File: src/rtl/sid_pkg.sv
// sid_pkg: shared widths and types for the multiplier arbiter slice
package sid_pkg;
  localparam int MUL_W = 16;
  localparam int PROD_W = 32;
  localparam int ID_W = 3;
  typedef struct packed {
    logic signed [MUL_W-1:0] a;
    logic [MUL_W-1:0] b;
  } mul_req_t;
  typedef struct packed {
    logic valid;
    logic [ID_W-1:0] id;
  } tag_t;
  function automatic logic [MUL_W-1:0] prod_hi(input logic [PROD_W-1:0] p);
    return p[PROD_W-1 -: MUL_W];
  endfunction
endpackage

File: src/rtl/mac_tag_pipe.sv
// mac_tag_pipe: LAT-deep tag shift register plus the slot holding the tag that just left it
module mac_tag_pipe
  import sid_pkg::*;
#(
  parameter int LAT = 2
) (
  input  logic clk,
  input  logic rst,
  input  tag_t tag_i,
  output tag_t tag_o
);
  // stg_q[LAT] is the exited tag, aligned with a valid mul_p
  tag_t stg_q [LAT+1];
  always_ff @(posedge clk or posedge rst) begin
    if (rst) begin
      for (int i = 0; i <= LAT; i++) stg_q[i] <= '0;
    end else begin
      stg_q[0] <= tag_i;
      for (int i = 1; i <= LAT; i++) stg_q[i] <= stg_q[i-1];
    end
  end
  assign tag_o = stg_q[LAT];
endmodule

File: src/rtl/mac_arbiter.sv
// mac_arbiter: round-robin time-sharing of one registered signed x unsigned multiplier
module mac_arbiter
  import sid_pkg::*;
#(
  parameter int NREQ = 4,
  parameter int LAT  = 2
) (
  input  logic                   clk,
  input  logic                   rst,
  input  logic [NREQ-1:0]        req_valid,
  output logic [NREQ-1:0]        req_ready,
  input  logic [MUL_W*NREQ-1:0]  req_a,
  input  logic [MUL_W*NREQ-1:0]  req_b,
  output logic [NREQ-1:0]        rsp_valid,
  output logic [MUL_W-1:0]       rsp_data,
  output logic [MUL_W-1:0]       mul_a,
  output logic [MUL_W-1:0]       mul_b,
  input  logic [PROD_W-1:0]      mul_p
);
  localparam int PTR_W = NREQ > 1 ? $clog2(NREQ) : 1;
  logic [PTR_W-1:0] ptr_q, ptr_d, gnt_id, idx;
  logic gnt;
  logic [MUL_W-1:0] a_arr [NREQ];
  logic [MUL_W-1:0] b_arr [NREQ];
  mul_req_t op_q, op_d;
  tag_t tag_in, tag_out;
  logic [NREQ-1:0] rsp_valid_q, rsp_valid_d;
  logic [MUL_W-1:0] rsp_data_q, rsp_data_d;
  for (genvar g = 0; g < NREQ; g++) begin : g_unpack
    assign a_arr[g] = req_a[g*MUL_W +: MUL_W];
    assign b_arr[g] = req_b[g*MUL_W +: MUL_W];
  end
  // scan downward so the candidate closest to ptr is the last one written
  always_comb begin
    gnt = 1'b0;
    gnt_id = '0;
    idx = '0;
    for (int k = NREQ-1; k >= 0; k--) begin
      idx = PTR_W'((int'(ptr_q) + k) % NREQ);
      if (req_valid[idx]) begin
        gnt = 1'b1;
        gnt_id = idx;
      end
    end
  end
  always_comb begin
    req_ready = gnt ? NREQ'(1) << gnt_id : '0;
    ptr_d = !gnt ? ptr_q : (int'(gnt_id) == NREQ-1 ? '0 : gnt_id + 1'b1);
    op_d = gnt ? {a_arr[gnt_id], b_arr[gnt_id]} : op_q;
    tag_in = {gnt, ID_W'(gnt_id)};
    rsp_valid_d = tag_out.valid ? NREQ'(1) << tag_out.id : '0;
    rsp_data_d = tag_out.valid ? prod_hi(mul_p) : rsp_data_q;
  end
  always_ff @(posedge clk or posedge rst) begin
    if (rst) begin
      ptr_q <= '0;
      op_q <= '0;
      rsp_valid_q <= '0;
      rsp_data_q <= '0;
    end else begin
      ptr_q <= ptr_d;
      op_q <= op_d;
      rsp_valid_q <= rsp_valid_d;
      rsp_data_q <= rsp_data_d;
    end
  end
  mac_tag_pipe #(.LAT(LAT)) u_tag_pipe (
    .clk   (clk),
    .rst   (rst),
    .tag_i (tag_in),
    .tag_o (tag_out)
  );
  assign mul_a = op_q.a;
  assign mul_b = op_q.b;
  assign rsp_valid = rsp_valid_q;
  assign rsp_data = rsp_data_q;
endmodule

File: config.mk
export PLATFORM = sky130hd
export DESIGN_NAME = mac_arbiter
export DESIGN_NICKNAME = d
export VERILOG_FILES = /design/src/rtl/sid_pkg.sv /design/src/rtl/mac_tag_pipe.sv /design/src/rtl/mac_arbiter.sv
export SDC_FILE = /design/constraint.sdc
export NUM_CORES = 1
export LEC_CHECK = 0
export ABC_CLOCK_PERIOD_IN_PS = 2120
export CAP_MARGIN = 20
export CORE_MARGIN = 3
export CORE_UTILIZATION = 37
export DETAILED_ROUTE_END_ITERATION = 10
export PLACE_DENSITY_LB_ADDON = 0.3
export SLEW_MARGIN = 5
export SYNTH_ARGS = -nofsm -noshare
export SYNTH_HDL_FRONTEND = slang
export SYNTH_SLANG_ARGS = --single-unit
File: constraint.sdc
create_clock -name clk -period 2.12 [get_ports clk]
set_input_delay 0.318 -clock clk [delete_from_list [all_inputs] [get_ports clk]]
set_output_delay 0.318 -clock clk [all_outputs]
set_load 0.01 [all_outputs]
==> impl_metrics.tcl <==
set metrics [dict create \
    status "complete, no violations" \
    maxCapViolations 0 \
    criticalPathCategory "input pin to output pin" \
    final.hold.worst_slack_ps 348 \
    yosys-top-cells-area "dfrtp_1, nand2_1, a311oi_2" \
    post_layout_total_power_mw 6.00 \
    pin_count_of_the_biggest_net_entering_global_routing 64 \
    first_global_vias 3455 \
    routabilityCongestion 0.813 \
    cellLeakagePower_nw 2.51 \
    dp_cells 668 \
    postRouteAntennaNets 0 \
    worstHoldPathCells 0 \
    setup_viol 0 \
    slew_violations 0 \
    postSynth.asyncResetShare_pct 100 \
    antenna_cells_inserted 0 \
    antenna_found_initial 0 \
    grt-ovfl-total 0 \
    most_frequent_cell_after_synthesis "nand2_1" \
    setup_slack_ps 50.7 \
    use_met3_pct 6.68 \
    fill_cells 726 \
    synth_nets 531 \
    total_die_area_um2 10400 \
    cts_root_buffer "clkbuf_8" \
    num_io_pins 222 \
    routedWlPerCell_um 15.9 \
    placement_stage_cell_area_um2 5590 \
    final.setup.tns_ps 0 \
    detailedPlacementHpwl_um 8150 \
    drt_first_pass_iters 4 \
    synth_warnings 0 \
    overall_track_demand_over_capacity_in_global_routing_pct 20.5 \
    num-nets-final 737 \
    wp_data_arrival_ps 1750 \
    synth_enable_flop_cells 0 \
    global_route.usage.met2_pct 36.7 \
    post_synth_instance_area_um2 3390 \
    yosys.cell_types.count 31 \
    clock_latency_ps 330 \
    synth_top_area_cell "dfrtp_1" \
    tritoncts.num_buffers 9 \
    fp.coreArea_um2 8810 \
    hold_class "flop to flop" \
    groute.layer.met1.usage_pct 22.5 \
    rows 34 \
    max-vdd-ir-drop_mv 0.516 \
    die_w_um 102 \
    vias_per_cell 5.05 \
    route.detailed.drc 0 \
    fin_worst_skew_ps 15.1 \
    max_clock_freq_ghz 0.483 \
    synth-seq-area-share_pct 46.4 \
    cts_tree "yes" \
    worst-path-max-fanout 6 \
    final_cell_count_no_fill 684 \
    setup_ws_pre_cts_ps -301 \
    worst-r2r-cell-count 8 \
    start_util_pct 38.5 \
    cpPeakStageDelay_ps 450 \
    period_needed_ps 2070 \
    clk_pin_slew_worst_paths_ps 60 \
    drive_gt1_share_pct 15.1 \
    placement.io_buffers 205 \
    ctsHtreeMaxLevel 3 \
    power_density_nw_per_um2 1020 \
    ys_ff_latch 63 \
    rsz0062_at_grt "true" \
    avgSynthCellArea_um2 9.30 \
    max-clock-path-buffers 2 \
    postSynthCellCount 365 \
    areaGrowthSynthToFinish_pct 72.4 \
    final_design_area_no_fill_um2 5850 \
    synth-main-ff-cell "dfrtp_1" \
    worst_slew_margin_rel_pct 52.7 \
    wirelength_um 10900 \
    fin_util_pct 66.5 \
    final_min_period_over_clock_period_pct 97.6 \
    synth_top_area_share_pct 46.4 \
    critPathCaptureType "output pin" \
    grt_first_pass_wirelength_um 16700 \
    top_usage_layer "met2" \
    cells_along_the_critical_path "clkdlybuf4s50_1 > or3b_4 > o221ai_4 > buf_6 > nor2_1 > dlygate4sd2_1" \
    clkSinkCount 63 \
    crit_required_ps 1800 \
    dieHeight_um 102 \
    startpoint_type "input pin" \
    synthTopCellsByCount "nand2_1, dfrtp_1, nor2_1" \
    timing_hold_violations_final 0 \
    route.vias.total 3451 \
    first_iter_violations 68 \
    timing_worst_slew_pin_value_ps 710 \
    critical_path.slowest_cell "clkdlybuf4s50_1" \
]
-- logic make-up (layout without fill, tap and decap cells) --
| family | Yosys count | after routing | synth area share [%] |
|---|---|---|---|
| AO/OA/AOI/OAI | 44 | 44 | 15.7 |
| buffers and inverters | 31 | 242 | 5.68 |
| flip-flops | 63 | 63 | 46.4 |
| multiplexers | 17 | 17 | 5.60 |
| AND/OR/NAND/NOR | 210 | 210 | 26.5 |
-- power by group --
part | switching [mW] | total (mW) | internal [mW]
clock | 0.461 | 1.24 | 0.780
combinational | 1.34 | 2.90 | 1.56
sequential | 0.238 | 1.86 | 1.62
-- cell type report --
class	count	area, um2	share of cell area, %
timing repair buffer	222	2220	37.9
clock inverter	6	109	1.86
multi-input combinational	271	1670	28.5
tap	108	135	2.31
inverter	4	15.0	0.257
clock buffer	10	128	2.18
sequential	63	1580	27.0
-- critical path: cells and delay by family --
family	cells	cell delay, ps
buffers and inverters	3	870
and+or+nand+nor	2	450
AOI/OAI and AO/OA	1	100
-- state kept, by name, summed over array words and instances, names as in the netlist --
signal	count
mul_a	16
mul_b	16
ptr_q	2
rsp_data	16
rsp_valid	4
u_tag_pipe.stg_q	6
u_tag_pipe.tag_o	3
-- path summary, 6_finish.rpt --
check                                    start             endpoint  slack [ps]
min in group asynchronous                  rst            mul_b[13]         390
setup / recovery                  req_valid[1]         req_ready[1]          50
max in group asynchronous                  rst             ptr_q[1]        1450
setup reg to reg                      ptr_q[1]            mul_b[15]         190
hold reg to reg            u_tag_pipe.stg_q[5]  u_tag_pipe.tag_o[1]         350
hold / removal             u_tag_pipe.stg_q[5]  u_tag_pipe.tag_o[1]         350
-- cell usage in the layout, fill, tap and decap left out, types with 5 or more instances in the layout --
cell and n:
a311oi_2 27, clkbuf_8 9, dfrtp_1 62, mux2_2 16, and3_1 33, nand2_1 130
nor2_1 37, clkdlybuf4s50_1 199, buf_4 13, a311oi_1 5
-- per-layer routing --
metal | vias up | routed length [um]
li1 | 1662 | -
met1 | 1610 | 4080
met2 | 159 | 5510
met3 | 20 | 1020
met4 | 0 | 251
met5 | - | 0
-- repair_timing --
action,CTS,global route
endpoints found under the setup margin,4,4
gates resized for setup,12,6
pin swaps,0,3
buffers inserted,0,0
cloned,0,0
hold buffers,0,0
Power figures use the tool's default switching activity.
